--- config.mk ---
export PLATFORM = sky130hd
export DESIGN_NAME = seq_memory_game_flat
export DESIGN_NICKNAME = d
export VERILOG_FILES = /design/src/rtl/seq_game_pkg.sv /design/src/rtl/seq_memory_game_if.sv /design/src/rtl/game_tick_gen.sv /design/src/rtl/seq_memory_game.sv /design/src/flat_wrapper.sv
export SDC_FILE = /design/constraint.sdc
export NUM_CORES = 1
export LEC_CHECK = 0
export ABC_AREA = 1
export BUFFER_PORTS_ARGS = -buffer_cell sky130_fd_sc_hd__buf_2
export CORE_MARGIN = 2
export CORE_UTILIZATION = 60
export CTS_CLUSTER_SIZE = 16
export DETAILED_ROUTE_END_ITERATION = 6
export PLACE_DENSITY = 0.81
export SYNTH_ARGS = -nofsm -noshare
export SYNTH_HDL_FRONTEND = slang
export SYNTH_SLANG_ARGS = --single-unit
--- constraint.sdc ---
create_clock -name clk -period 4.25 [get_ports clk]
set_input_delay 0.85 -clock clk [delete_from_list [all_inputs] [get_ports clk]]
set_output_delay 0.85 -clock clk [all_outputs]
set_load 0.005 [all_outputs]
--- src/rtl/seq_game_pkg.sv ---
// Shared types for the note-sequence memory game: FSM state encoding and note type.
package seq_game_pkg;

  localparam int PKG_NOTE_W = 4;

  typedef logic [PKG_NOTE_W-1:0] note_t;

  localparam note_t SILENT = '0;

  typedef enum logic [2:0] {
    IDLE     = 3'd0,
    DEMO_ON  = 3'd1,
    DEMO_GAP = 3'd2,
    LISTEN   = 3'd3,
    QUIZ     = 3'd4,
    DONE     = 3'd5
  } seq_state_t;

endpackage

--- src/rtl/seq_memory_game_if.sv ---
// Player/sequence inputs and piezo/LED/status outputs of the memory game engine.
// The score signal exists only when SEQ_GAME_SCORE_EN is defined.
interface seq_memory_game_if #(
  parameter int NOTE_W    = 4,
  parameter int SEQ_DEPTH = 8
);

  localparam int LEN_W = $clog2(SEQ_DEPTH + 1);

  logic                        load_valid;
  logic [NOTE_W*SEQ_DEPTH-1:0] load_data;
  logic                        ans_valid;
  logic [NOTE_W-1:0]           ans_note;
  logic [NOTE_W-1:0]           piezo_note;
  logic [NOTE_W-1:0]           led_note;
  logic                        miss;
  logic                        level_up;
  logic [2:0]                  state_out;
  logic                        tick_out;
  logic [LEN_W-1:0]            cur_len;
`ifdef SEQ_GAME_SCORE_EN
  logic [7:0]                  score;
`endif

  modport master (
    output load_valid, load_data, ans_valid, ans_note,
    input  piezo_note, led_note, miss, level_up, state_out, tick_out, cur_len
`ifdef SEQ_GAME_SCORE_EN
    , input score
`endif
  );

  modport slave (
    input  load_valid, load_data, ans_valid, ans_note,
    output piezo_note, led_note, miss, level_up, state_out, tick_out, cur_len
`ifdef SEQ_GAME_SCORE_EN
    , output score
`endif
  );

endinterface

--- src/rtl/game_tick_gen.sv ---
// Free-running game tick: one-cycle pulse every TICK_DIV clocks, restartable by a sync clear.
module game_tick_gen #(
  parameter int TICK_DIV = 5_000_000
) (
  input  logic clk,
  input  logic reset,
  input  logic clear,
  output logic tick
);

  localparam int CW = $clog2(TICK_DIV + 1);

  logic [CW-1:0] cnt;

  assign tick = (cnt == CW'(TICK_DIV - 1));

  always_ff @(posedge clk or posedge reset) begin
    if (reset) begin
      cnt <= '0;
    end else if (clear || tick) begin
      cnt <= '0;
    end else begin
      cnt <= cnt + 1'b1;
    end
  end

endmodule

--- src/rtl/seq_memory_game.sv ---
// Note-sequence memory game engine: demo a growing prefix, check answers, then a timed quiz pass.
// Optional feature macro: SEQ_GAME_SCORE_EN adds a saturating correct-answer counter on bus.score.
module seq_memory_game
  import seq_game_pkg::*;
#(
  parameter int NOTE_W     = 4,
  parameter int SEQ_DEPTH  = 8,
  parameter int TICK_DIV   = 5_000_000,
  parameter int START_LEN  = 3,
  parameter int TONE_TICKS = 2,
  parameter int GAP_TICKS  = 1,
  parameter int ANS_TICKS  = 2
) (
  input logic              clk,
  input logic              reset,
  seq_memory_game_if.slave bus
);

  localparam int LEN_W = $clog2(SEQ_DEPTH + 1);
  localparam int IDX_W = $clog2(SEQ_DEPTH);
  localparam int TCW   = 8;

  seq_state_t        state, state_n;
  logic [IDX_W-1:0]  idx, idx_n;
  logic [LEN_W-1:0]  len, len_n;
  logic [TCW-1:0]    tcnt, tcnt_n;
  logic              answered, answered_n;
  logic [NOTE_W-1:0] seq [SEQ_DEPTH];
  logic [NOTE_W-1:0] cur_note, sel_note;
  logic              tick, clear;
  logic              miss_d, level_d;
  logic [NOTE_W-1:0] piezo_d, led_d;
  logic [NOTE_W-1:0] piezo_q, led_q;
  logic              miss_q, level_q, tick_q;
  logic [LEN_W-1:0]  len_q;

  assign cur_note = seq[idx];
  assign clear    = (state_n != state) || bus.load_valid;

  game_tick_gen #(.TICK_DIV(TICK_DIV)) u_tick (
    .clk   (clk),
    .reset (reset),
    .clear (clear),
    .tick  (tick)
  );

  // State, sequence store and registered outputs; outputs are computed from next-state values
  always_ff @(posedge clk or posedge reset) begin
    if (reset) begin
      state    <= IDLE;
      idx      <= '0;
      len      <= LEN_W'(START_LEN);
      tcnt     <= '0;
      answered <= 1'b0;
      for (int i = 0; i < SEQ_DEPTH; i++) seq[i] <= '0;
      piezo_q  <= '0;
      led_q    <= '0;
      miss_q   <= 1'b0;
      level_q  <= 1'b0;
      tick_q   <= 1'b0;
      len_q    <= '0;
    end else begin
      state    <= state_n;
      idx      <= idx_n;
      len      <= len_n;
      tcnt     <= tcnt_n;
      answered <= answered_n;
      if (bus.load_valid) begin
        for (int i = 0; i < SEQ_DEPTH; i++) seq[i] <= bus.load_data[i*NOTE_W +: NOTE_W];
      end
      piezo_q  <= piezo_d;
      led_q    <= led_d;
      miss_q   <= miss_d;
      level_q  <= level_d;
      tick_q   <= tick;
      len_q    <= len_n;
    end
  end

  // Next-state logic; a load overrides everything, answers are only judged in LISTEN/QUIZ
  always_comb begin
    state_n    = state;
    idx_n      = idx;
    len_n      = len;
    tcnt_n     = tcnt;
    answered_n = answered;
    miss_d     = 1'b0;
    level_d    = 1'b0;
    if (bus.load_valid) begin
      state_n    = (|bus.load_data) ? DEMO_ON : IDLE;
      idx_n      = '0;
      len_n      = LEN_W'(START_LEN);
      answered_n = 1'b0;
    end else begin
      case (state)
        DEMO_ON: begin
          if (tick) begin
            if (tcnt == TCW'(TONE_TICKS - 1)) state_n = DEMO_GAP;
            else tcnt_n = tcnt + 1'b1;
          end
        end
        DEMO_GAP: begin
          if (tick) begin
            if (tcnt == TCW'(GAP_TICKS - 1)) begin
              if (LEN_W'(idx) + 1'b1 == len) begin
                idx_n   = '0;
                state_n = LISTEN;
              end else begin
                idx_n   = idx + 1'b1;
                state_n = DEMO_ON;
              end
            end else begin
              tcnt_n = tcnt + 1'b1;
            end
          end
        end
        LISTEN: begin
          if (bus.ans_valid) begin
            if (bus.ans_note != cur_note) begin
              miss_d  = 1'b1;
              idx_n   = '0;
              state_n = DEMO_ON;
            end else if (LEN_W'(idx) + 1'b1 < len) begin
              idx_n = idx + 1'b1;
            end else if (len < LEN_W'(SEQ_DEPTH)) begin
              len_n   = len + 1'b1;
              level_d = 1'b1;
              idx_n   = '0;
              state_n = DEMO_ON;
            end else begin
              idx_n   = '0;
              state_n = QUIZ;
            end
          end
        end
        QUIZ: begin
          if (bus.ans_valid && !answered) begin
            answered_n = 1'b1;
            if (bus.ans_note != cur_note) miss_d = 1'b1;
          end
          // Window close: a note that never got an answer counts as a miss
          if (tick) begin
            if (tcnt == TCW'(ANS_TICKS - 1)) begin
              tcnt_n     = '0;
              answered_n = 1'b0;
              if (!answered && !bus.ans_valid) miss_d = 1'b1;
              if (idx == IDX_W'(SEQ_DEPTH - 1)) begin
                idx_n   = '0;
                state_n = DONE;
              end else begin
                idx_n = idx + 1'b1;
              end
            end else begin
              tcnt_n = tcnt + 1'b1;
            end
          end
        end
        default: ;
      endcase
    end
    if (clear) tcnt_n = '0;
  end

  // Output decode for the cycle after this edge; a load always restarts at note 0 of the new data
  always_comb begin
    piezo_d  = NOTE_W'(SILENT);
    led_d    = NOTE_W'(SILENT);
    sel_note = bus.load_valid ? bus.load_data[NOTE_W-1:0] : seq[idx_n];
    case (state_n)
      DEMO_ON: begin
        piezo_d = sel_note;
        led_d   = sel_note;
      end
      QUIZ: led_d = sel_note;
      LISTEN: begin
        if (state == LISTEN) led_d = bus.ans_valid ? bus.ans_note : led_q;
      end
      default: ;
    endcase
  end

  assign bus.piezo_note = piezo_q;
  assign bus.led_note   = led_q;
  assign bus.miss       = miss_q;
  assign bus.level_up   = level_q;
  assign bus.state_out  = state;
  assign bus.tick_out   = tick_q;
  assign bus.cur_len    = len_q;

`ifdef SEQ_GAME_SCORE_EN
  logic       correct;
  logic [7:0] score_q;

  always_comb begin
    correct = !bus.load_valid && bus.ans_valid && (bus.ans_note == cur_note) &&
              ((state == LISTEN) || (state == QUIZ && !answered));
  end

  always_ff @(posedge clk or posedge reset) begin
    if (reset) begin
      score_q <= '0;
    end else if (bus.load_valid) begin
      score_q <= '0;
    end else if (correct && score_q != 8'hFF) begin
      score_q <= score_q + 1'b1;
    end
  end

  assign bus.score = score_q;
`endif

endmodule

--- src/flat_wrapper.sv ---
// flat-port wrapper written by rule: the top's interface ports become plain ports
module seq_memory_game_flat import seq_game_pkg::*;
#(
  parameter int NOTE_W     = 4,
  parameter int SEQ_DEPTH  = 8,
  parameter int TICK_DIV   = 5_000_000,
  parameter int START_LEN  = 3,
  parameter int TONE_TICKS = 2,
  parameter int GAP_TICKS  = 1,
  parameter int ANS_TICKS  = 2
)
  (clk, reset, bus_load_valid, bus_load_data, bus_ans_valid, bus_ans_note, bus_piezo_note, bus_led_note, bus_miss, bus_level_up, bus_state_out, bus_tick_out, bus_cur_len);
  seq_memory_game_if #(.NOTE_W(NOTE_W), .SEQ_DEPTH(SEQ_DEPTH)) bus_i ();
  input logic clk;
  input logic reset;
  input wire logic [$bits(bus_i.load_valid)-1:0] bus_load_valid;
  input wire logic [$bits(bus_i.load_data)-1:0] bus_load_data;
  input wire logic [$bits(bus_i.ans_valid)-1:0] bus_ans_valid;
  input wire logic [$bits(bus_i.ans_note)-1:0] bus_ans_note;
  output wire logic [$bits(bus_i.piezo_note)-1:0] bus_piezo_note;
  output wire logic [$bits(bus_i.led_note)-1:0] bus_led_note;
  output wire logic [$bits(bus_i.miss)-1:0] bus_miss;
  output wire logic [$bits(bus_i.level_up)-1:0] bus_level_up;
  output wire logic [$bits(bus_i.state_out)-1:0] bus_state_out;
  output wire logic [$bits(bus_i.tick_out)-1:0] bus_tick_out;
  output wire logic [$bits(bus_i.cur_len)-1:0] bus_cur_len;
  assign bus_i.load_valid = bus_load_valid;
  assign bus_i.load_data = bus_load_data;
  assign bus_i.ans_valid = bus_ans_valid;
  assign bus_i.ans_note = bus_ans_note;
  assign bus_piezo_note = bus_i.piezo_note;
  assign bus_led_note = bus_i.led_note;
  assign bus_miss = bus_i.miss;
  assign bus_level_up = bus_i.level_up;
  assign bus_state_out = bus_i.state_out;
  assign bus_tick_out = bus_i.tick_out;
  assign bus_cur_len = bus_i.cur_len;
  seq_memory_game #(.NOTE_W(NOTE_W), .SEQ_DEPTH(SEQ_DEPTH), .TICK_DIV(TICK_DIV), .START_LEN(START_LEN), .TONE_TICKS(TONE_TICKS), .GAP_TICKS(GAP_TICKS), .ANS_TICKS(ANS_TICKS)) u_core (.clk(clk), .reset(reset), .bus(bus_i));
endmodule
## After elaboration in Yosys (flattened, before gate mapping)

Cells that the tools add are included.

| storage, ports and cells | value |
|---|---|
| bits in read-only memories | 0 |
| memory bits (writable) | 0 |
| word-level logic and storage cells | 135 |
| flip-flop bits (word level) | 89 |
| bits in latches | 0 |
| memories kept | 0 |
| bits of input ports | 40 |
| output and inout bits | 18 |

| operators by class | value |
|---|---|
| shift-type cells | 0 |
| bitwise gates (word level) | 2 |
| add/subtract/negate cells | 5 |
| divide/modulo/power cells | 0 |
| multiply operators | 0 |
| muxes and demuxes | 72 |
| equality and inequality tests | 20 |
| reduce and logical (&&, ||, !) cells | 12 |
| order comparisons | 4 |

Operator list:

| operator | count |
|---|---|
| 3-bit 2-to-1 mux | 22 |
| 8-bit 2-to-1 mux | 8 |
| 4-bit 2-to-1 mux | 14 |
| 32-bit OR reduction | 1 |
| 4-bit binary-select mux with 3-bit select | 2 |
| 8-bit case mux with 3 select lines | 1 |
| 23-bit by 1-bit adder with 23-bit output, second input constant | 1 |
| 23-bit equality test, second input constant | 1 |
| 23-bit 2-to-1 mux | 1 |
| 1-bit 2-to-1 mux | 19 |
| 3-bit case mux with 4 select lines | 1 |
| 3-bit by 2-bit equality test with 1-bit output, second input constant | 3 |
| 3-bit equality test, second input constant | 3 |
| 3-bit by 2-bit inequality test with 1-bit output, second input constant | 3 |
| 3-bit inequality test, second input constant | 3 |
| 3-bit case mux with 3 select lines | 1 |
| 8-bit by 1-bit adder with 8-bit output, second input constant | 1 |
| 8-bit by 1-bit equality test with 1-bit output, second input constant | 1 |
| 4-bit greater-or-equal comparator, second input constant | 2 |
| 8-bit logical NOT | 1 |
| 3-bit NOT with 4-bit output | 2 |
| 4-bit case mux with 2 select lines | 1 |
| 7-bit AND reduction | 1 |
| 3-bit by 1-bit equality test with 1-bit output, second input constant | 2 |
| other kinds (17) | 20 |

## Longest topological paths before layout

Gate-level depths: netlist of the first run.

| logic depth | value |
|---|---|
| word-level depth | 15 |
| mapped depth | 22 |
| mapped depth without buffers | 20 |

## Cells and area by module

Synthesis of the first run repeated with hierarchy kept, for this count alone.

| unflattened totals | value |
|---|---|
| cells, all modules | 787 |
| area, all modules | 5522.8 um^2 |

By module, submodules not included:

| module | sequential area each (um^2) | cells an instance | instances | area an instance (um^2) |
|---|---|---|---|---|
| seq_memory_game | 1604.0 | 564 | 1 | 4030.1 |
| game_tick_gen | 575.6 | 223 | 1 | 1492.7 |

## Least setup slack after synthesis of the first run

No wires, ideal clock.

| timing | value |
|---|---|
| path kind | flip-flop to flip-flop |
| start | register u_core.idx[0] |
| end | register u_core.u_tick.cnt[20] |
| path buffers | 1 |
| slack | 1.488 ns |
| data required time | 4.178 ns |
| stages on the path, launching flop included | 19 |
| setup time | 0.072 ns |
| period minus slack after synthesis | 2.762 ns |
| arrival | 2.691 ns |
| path through | dfrtp_1 ha_1 ha_1 ha_1 nand2_1 o21ai_0 nand2_1 o21ai_0 o21ai_1 nand4_1 nand2_1 nand2_1 nand2_1 nand2_1 nand2_1 inv_1 nand4_2 buf_4 nor2_1 |

| between the ends | value |
|---|---|
| word-level cells in the longest chain between the ends | 13 |
| elaborated cells between the ends (all ways) | 24 |
| those cells by class | add/sub (1); order compare (1); eq/ne (4); mux (15); bitwise (1); reduce/logical (2) |

Ends and longest elaborated chain:

| what | line | text |
|---|---|---|
| from (decl) | seq_memory_game.sv:24 | `logic [IDX_W-1:0] idx, idx_n;` |
| from (signal assigned) | seq_memory_game.sv:64 | `idx <= idx_n;` |
| parallel branches: the longest is 7 deep, another holds 3-bit by 1-bit adder with 4-bit output | n/a |  |
| 3-bit case mux with 4 select lines * | seq_memory_game.sv:95 | `case (state)` |
| 3-bit 2-to-1 mux * | seq_memory_game.sv:89 | `if (bus.load_valid) begin` |
| 3-bit inequality test * | seq_memory_game.sv:38 | `assign clear = (state_n != state) \|\| bus.load_valid;` |
| 1-bit logical OR * | seq_memory_game.sv:38 |  |
| 1-bit logical OR * | game_tick_gen.sv:20 | `end else if (clear \|\| tick) begin` |
| 23-bit 2-to-1 mux * | game_tick_gen.sv:20 |  |
| to (signal assigned) | game_tick_gen.sv:23 | `cnt <= cnt + 1'b1;` |
| to (decl) | game_tick_gen.sv:13 | `logic [CW-1:0] cnt;` |

Every way passes the cells marked *. The select of a mux whose other input is x is not followed.
A chain may end at the register's enable or synchronous reset.

## Worst setup path in the final report of the first run

| timing | value |
|---|---|
| start | register u_core.idx[1] |
| end | register u_core.u_tick.cnt[14] |

Same word-level chain as after synthesis.

==> results of run 1 <==
[Yosys cell counts (all sizes together)]
library cell / instances
nand3: 100
a21oi: 18
o22ai: 4
ha: 11
clkinv: 3
dfstp: 2
nor4: 8
a211oi: 1
or2: 5
and3: 2
clkbuf: 11
o21ai: 61
o221ai: 1
nand4: 14
or4: 2
nor3: 13
xor2: 12
a31oi: 1
nand2: 187
xnor2: 4
inv: 100
nand3b: 3
o211ai: 1
buf: 11
nor2: 78
dfrtp: 85
[state kept, by name (all words and copies together) (netlist names)]
name                   cells
u_core.bus.piezo_note      4
u_core.bus.led_note        4
u_core.u_tick.cnt         23
u_core.bus.cur_len         2
u_core.tcnt                8
u_core.bus.state_out       3
u_core.bus.level_up        1
u_core.idx                 3
u_core.bus.tick_out        1
u_core.bus.miss            1
u_core.len                 4
u_core.seq                32
u_core.answered            1
[layer usage]
metal | up-vias | global-route usage
met4 | 0 | 0.129
met2 | 187 | 0.491
li1 | 2488 | -
met5 | - | 0
met3 | 34 | 0.0453
met1 | 2349 | 0.353
[cell families (layout without fill, tap and decap cells)]
| kind of cell | count (synthesis) | in the layout | share of synthesized area |
|---|---|---|---|
| and+or+nand+nor | 412 | 412 | 0.345 |
| buffers and inverters | 125 | 181 | 0.0962 |
| AOI/OAI and AO/OA | 87 | 87 | 0.0897 |
| DFF | 87 | 87 | 0.416 |
| xor gates and xnor gates | 16 | 16 | 0.0267 |
| adders and majority gates | 11 | 11 | 0.0263 |
[worst max-delay path by stage]
stage                                                  to  cells after the start  slack [ns]               startpoint
after floorplan               u_core.answered$_DFFE_PP0P_                      1        1.15                    reset
after global placement    u_core.u_tick.cnt[14]$_DFF_PP0_                     17        0.91  u_core.idx[1]$_DFF_PP0_
after detailed placement  u_core.u_tick.cnt[14]$_DFF_PP0_                     17        0.66  u_core.idx[1]$_DFF_PP0_
after CTS                 u_core.u_tick.cnt[14]$_DFF_PP0_                     17        0.64  u_core.idx[1]$_DFF_PP0_
after global routing      u_core.u_tick.cnt[10]$_DFF_PP0_                     17        0.16  u_core.idx[1]$_DFF_PP0_
final                     u_core.u_tick.cnt[14]$_DFF_PP0_                     17        0.65  u_core.idx[1]$_DFF_PP0_
[report_power, final]
part	internal (mW)	switching (mW)	total, mW
Clock	0.337	0.320	0.657
Combinational	0.186	0.382	0.568
Sequential	0.897	0.0437	0.941
Total	1.42	0.745	2.17
[area by class of cell]
cell class | count | area share
Tap cell | 108 | 0.0233
Clock inverter | 7 | 0.0172
Clock buffer | 9 | 0.0213
Inverter | 103 | 0.0668
Sequential cell | 87 | 0.375
Multi-Input combinational cell | 526 | 0.441
Timing Repair Buffer | 62 | 0.0556
[metrics by stage]
stage                     hold WS, ns  setup WS (ns)  instances  cell area, um^2
final                           0.467          0.648        902             5810
after global routing            0.490          0.160        902             5810
after CTS                       0.470          0.637        902             5810
after detailed placement        0.456          0.660        886             5580
after global placement          0.447          0.914        886             5580
after floorplan                 0.432           1.15        738             5240
==> results.txt, run 1 <==
The warning count from the yosys run came out at 0. In this design, the largest share of critical-path delay is due to simple AND/OR/NAND/NOR gates. The core box area came out at 8590 um^2. The multi-input combinational cells in the finished layout cover a total of 2560 um^2. The mean cell area of the mapped netlist came out at 7.10 um^2. The global-route wire length before repair came out at 22,200 um. The vertical die dimension is 97.5 um. The post-synthesis sequential element count came out at 87. In this run, CTS created clock tree buffers numbering 9. The clock-pin slew of the registers on the worst-case setup and hold paths came out at 0.09 ns.

After legalization and detailed placement, the total HPWL measured 9520 um. The remaining routing DRC violations is 0. The number of antenna violations at the first check in global routing was 0.

Post-CTS timing repair inserted 0 buffers for setup. The nature of the critical path startpoint is a register. The share of Yosys cell area claimed by the top area cell type is 0.406. The worst reg-to-reg path cell count is 17.

Entering global routing, the biggest net connects 70 pins. Of the cells placed in the final design, the portion with a size suffix greater than 1 is 0.126. The power per unit of standard cell area came out at 373 nW/um^2. The number of failing setup endpoints in the final timing report came out at 0. On the critical path, the stage with the largest delay is an instance of dfrtp_1. The count of buffer and inverter cells on the critical path is 1. The die covers 9500 um^2. For this run the aggregate overflow at the end of global routing stands at 0. The clock tree from TritonCTS is built.

The first routing iteration left 367 violations. The final route contains 5,058 vias. The worst hold path belongs to the class register to register. In the layout the commonest cells are nand2_1, nand3_1, inv_1. The peak supply drop is 0.231 mV. Along the worst hold path, the cell count comes to 1. The clock sink count came out at 87.

The shortest period the worst path allows came out at 3.60 ns. The number of nets in the layout came out at 840. The root buffer cell chosen for the clock tree is clkbuf_8. In this run the most critical hold path is launched from u_core.u_tick.cnt[0]$_DFF_PP0_. Post-CTS repair changed the size of 0 cells.

No sink is reached through more buffers than the 2 on the longest clock path. Routability-driven placement finished with a final weighted congestion of 0.998. The routed wire length on met3 is 782 um. The commonest non-fill, non-tap cell in the layout is nand2_1. The routed metal-1 wirelength is 5320 um. The count of final hold-check violations is 0. The netlist uses 38 different library cells. Measured against its own limit, the worst slew margin works out to 0.390.

During placement, the flow inserted port buffers numbering 57. The initial cell density of the core came out at 0.610. The synthesis-to-layout area growth is 10.8%. The number of instances in the synthesized netlist came out at 738. Walking the worst path, the cells encountered are ha_1 -> ha_1 -> ha_1 -> nand2_1 -> o21ai_0 -> nand2_1 -> o21ai_0 -> o21ai_1 -> nand4_1 -> nand2_1 -> nand2_1 -> nand2_1 -> nand2_1 -> nand2_1 -> inv_1 -> nand4_2 -> nor2_1. The final antenna diode count is 0. The most frequent cell on the critical path is nand2_1. The core occupancy in the finished layout came out at 0.676.

The number of hold buffers added after CTS is 0. The kind of end point of the critical path is a register. The run finished with clean final reports. The number of levels in the clock H-tree is 3.

Data on the critical path arrives at its endpoint at 3.87 ns. Summing all flip-flop and latch instances after layout gives 2180 um^2. The via count of the first global-routing pass came to 4,880. The count of maximum capacitance violations came out at 0. The met2 wire length came out at 6360 um.

The transition time at the pin with the least slew margin came out at 0.914 ns. The routed wire length is 12,900 um. After synthesis the cells add up to 5240 um^2. Based on the critical path, the design can be clocked at up to 0.278 GHz. The sum of internal, switching and leakage power is 2.17 mW. The horizontal extent of the die came out at 97.5 um. The endpoint identified for the worst register-to-register timing path is u_core.u_tick.cnt[14]$_DFF_PP0_. The final-layout setup total negative slack came out at 0 ns. The static leakage power is 2.82 nW. The total nets after synthesis is 789.

The reg-to-reg critical path startpoint is u_core.idx[1]$_DFF_PP0_. The aggregate global-route resource usage came out at 0.285. The number of max-slew violations in the final report was 0. The average detailed-routed wire length per instance is 14.3 um. The number of routed nets with antenna violations came out at 0.

The placement row count is 34. The part of the cycle the worst path needs came out at 0.847. The maximum fanout along the worst path came out at 23. The pre-antenna-repair detailed-routing pass consisted of 7 iterations. Fill cells in the final layout number 740. The register-to-register setup slack is 0.65 ns. The later pin in the worst-skew pair is clocked with a latency of 0.37 ns. The data required time at the worst endpoint came out at 4.52 ns. The maximum single-stage delay on the critical path is 0.53 ns. The setup path with the least slack is of type register to register.

Setup repair after global routing left no endpoint under its margin. Signal routing reaches up to met4. For hold timing, the worst endpoint is u_core.u_tick.cnt[0]$_DFF_PP0_. The total I/O pin count came out at 58.

The largest clock skew in the final design came out at 0.0163 ns. In the post-synthesis netlist, the biggest area contributors are dfrtp_1, nand2_1, nand3_1. In the routed layout, each cell is associated on average with a via count of 5.61. The part of the Yosys area used for sequential elements is 0.416. Summed over all instances, the cell type with the most area after synthesis is dfrtp_1.
Power figures use the tool's default switching activity.
==> run 2, diff against run 1 <==
--- a/config.mk
+++ b/config.mk
@@ -8,10 +8,10 @@
 export ABC_AREA = 1
 export BUFFER_PORTS_ARGS = -buffer_cell sky130_fd_sc_hd__buf_2
 export CORE_MARGIN = 2
-export CORE_UTILIZATION = 60
+export CORE_UTILIZATION = 54
 export CTS_CLUSTER_SIZE = 16
 export DETAILED_ROUTE_END_ITERATION = 6
-export PLACE_DENSITY = 0.81
+export PLACE_DENSITY = 0.77
 export SYNTH_ARGS = -nofsm -noshare
 export SYNTH_HDL_FRONTEND = slang
 export SYNTH_SLANG_ARGS = --single-unit
==> constraint.sdc (replaced) <==
create_clock -name clk -period 3.1 [get_ports clk]
set_input_delay 0.62 -clock clk [delete_from_list [all_inputs] [get_ports clk]]
set_output_delay 0.62 -clock clk [all_outputs]
set_load 0.005 [all_outputs]
==> results.txt, run 2 (synthesized netlist as in run 1, its figures left out) <==
The flow ran to the end, and the final reports show no timing, DRC or antenna violations. STA classifies the critical path startpoint as a register. The share of cells above drive strength 1 is 0.157 (+0.0308). The vertical die dimension came to 103 um (+5.2%). The total die area came out at 10,500 um^2 (+11%). The worst reg-to-reg path cell count came out at 19 (+2).

The largest clock skew in the final design came out at 0.0113 ns (-0.00499 ns). The horizontal extent of the die was 103 um (+5.2%). The kind of end point of the critical path is a register. The number of fillers in the final layout was 861 (+16%).

The register with the most flip-flops in the final layout is u_core.seq. The count of final hold-check violations is 0 (unchanged). TritonCTS built the clock tree. The transition time at the pin with the least slew margin is 0.719 ns (-0.196 ns).

The number of nets in the layout came out at 856 (+1.9%). The initial cell density of the core was 0.562 (-0.0480). The number of failing setup endpoints in the final timing report is 0 (unchanged). The final design instance area without fill came to 6080 um^2 (+4.6%). The power per unit of standard cell area is 515 nW/um^2 (+38%). The length of the first detailed-routing pass in iterations was 7 (unchanged).

The placement row count came out at 35 (+2.9%). The worst hold path belongs to the class input pin to asynchronous set/reset pin. The data required time at the worst endpoint was 3.36 ns (-1.16 ns). The number of routed nets with antenna violations was 0 (unchanged). The shortest period the worst path allows is 2.91 ns (-0.688 ns). The static leakage power was 2.91 nW (+3.1%). The via-per-instance ratio came out at 5.49 (-2.2%). The total congestion overflow after global routing is 0 (unchanged).

The clock-pin slew of the registers on the worst-case setup and hold paths was 0.10 ns (about the same). The placed wire-length estimate was 11,000 um (+15%). The arrival time of data at the critical path endpoint came out at 3.18 ns (-0.69 ns). The maximum buffer depth of the clock tree is 2 (unchanged). The part of the cycle the worst path needs was 0.940 (+0.0926). The sum of internal, switching and leakage power came out at 3.13 mW (+44%). The peak supply drop is 0.283 mV (+22%). The routed via count came out at 5,151 (+1.8%). The routed wire length is 14,400 um (+12%).

The worst slew margin relative to its limit came out at 0.520 (+0.131). The via count of the first global-routing pass is 5,071 (+3.9%). The commonest non-fill, non-tap cell in the layout is nand2_1. The remaining routing DRC violations was 0 (unchanged). The quantity of I/O buffers inserted on ports is 57 (unchanged). The clock sink count was 87 (unchanged).

The global placement routability congestion was 1.00 (+0.16%). The number of levels in the clock H-tree came out at 3 (unchanged). The global-route wire length before repair was 23,800 um (+7.2%). The aggregate global-route resource usage is 0.293 (+0.00818). The number of flip-flops under the largest register name is 32 (unchanged).

The average detailed-routed wire length per instance is 15.4 um (+7.4%). The maximum fanout along the worst path came out at 9 (-61%). The total I/O pin count came out at 58 (unchanged). The placed standard-cell area is 5730 um^2 (+2.6%). The number of antenna violations at the first check in global routing came out at 0 (unchanged).

The number of hold buffers added after CTS is 0 (unchanged). The synthesis-to-layout area growth is 15.9%. The number of DRC markers in iteration 0 is 277 (-25%). The top cell types in the final layout, fill and taps aside, are nand2_1, nand3_1, inv_1.

In this run the clock root is driven by a clkbuf_8. The clock insertion delay at the later pin of the skew report came out at 0.37 ns (about the same). The core box area came out at 9330 um^2 (+8.5%).

The count of maximum capacitance violations came out at 0 (unchanged). The critical path is of the register to register type. The total CTS buffers was 9 (unchanged). The final antenna diode count came to 0 (unchanged). The achievable frequency was 0.343 GHz (+24%). The number of max-slew violations in the final report is 0 (unchanged).

The pin count of the biggest net entering global routing came out at 70 (unchanged). The largest registers in the layout are u_core.seq (32), u_core.u_tick.cnt (23), u_core.tcnt (8).
-- run 2: cell types whose count changed in the layout (fill, tap and decap cells not counted), sizes merged --
cell,previous run,this run
clkinvlp,0,1
buf,62,78
clkinv,6,5
-- run 2: worst max-delay path, cell delays in order (launching register included) --
cell and delay, ns:
dfrtp_1 0.43, ha_2 0.22, ha_4 0.28, ha_1 0.22
nand2_1 0.13, o21ai_1 0.11, buf_4 0.17, nor2_1 0.09
nand3_1 0.08, nand2_1 0.06, nand3_1 0.12, nand2_4 0.15
buf_4 0.17, nand3_1 0.08, nand3_1 0.09, nand3_1 0.10
nand3_1 0.12, nand2_1 0.06, nand2_1 0.08, a21oi_2 0.05
-- run 2: power by group --
part / total, mW / internal, mW / switching (mW) / leakage [nW]
Combinational: 0.919 / 0.332 / 0.588 / 1.68
Sequential: 1.28 / 1.23 / 0.0536 / 1.11
Clock: 0.924 / 0.464 / 0.460 / 0.111
-- run 2: worst paths after layout --
path | slack [ns] | to | start
max | 0.19 | u_core.bus.led_note[2]$_DFFE_PP0P_ | u_core.idx[0]$_DFF_PP0_
min | 0.32 | u_core.seq[23]$_DFFE_PP0P_ | reset
max reg2reg | 0.19 | u_core.bus.led_note[2]$_DFFE_PP0P_ | u_core.idx[0]$_DFF_PP0_
min reg2reg | 0.48 | u_core.u_tick.cnt[0]$_DFF_PP0_ | u_core.u_tick.cnt[0]$_DFF_PP0_
max in group asynchronous | 1.93 | u_core.seq[4]$_DFFE_PP0P_ | reset
min in group clk | 0.46 | u_core.seq[27]$_DFFE_PP0P_ | bus_load_data[7]
-- run 2: metal layers --
| layer | vias to the layer above | track usage | part of all wire |
|---|---|---|---|
| li1 | 2518 | - | - |
| met1 | 2430 | 0.349 | 0.40 |
| met2 | 161 | 0.525 | 0.52 |
| met3 | 42 | 0.0285 | 0.033 |
| met4 | 0 | 0.153 | 0.043 |
| met5 | - | 0 | 0 |
-- run 2: repair_timing --
action	4_1_cts	5_1_grt
gates resized for setup	0	23
endpoints found under the setup margin	3	41
hold endpoints to repair	0	0
setup buffers	2	0
pin swaps	1	3
-- run 2: cell type report --
cell class | count | area (um^2) | area share
inverters | 103 | 388 | 0.0638
flip-flops and latches | 87 | 2180 | 0.359
clock buffers | 9 | 124 | 0.0204
well taps | 129 | 161 | 0.0266
repair buffers | 78 | 488 | 0.0803
clock inverters | 7 | 103 | 0.0169
multi-input cells | 526 | 2630 | 0.433
-- run 2: stage by stage --
stage           util  std cells  setup TNS [ns]  worst slack (ns)  hold WS (ns)
2_1_floorplan      -        738               0             0.233         0.432
3_3_place_gp   0.614        921               0           0.00268         0.445
3_5_place_dp   0.614        921               0           0.00963         0.475
4_1_cts        0.641        939               0            0.0807         0.351
5_1_grt        0.651        939         -0.0261           -0.0165         0.394
6_report       0.651        939               0             0.186         0.323
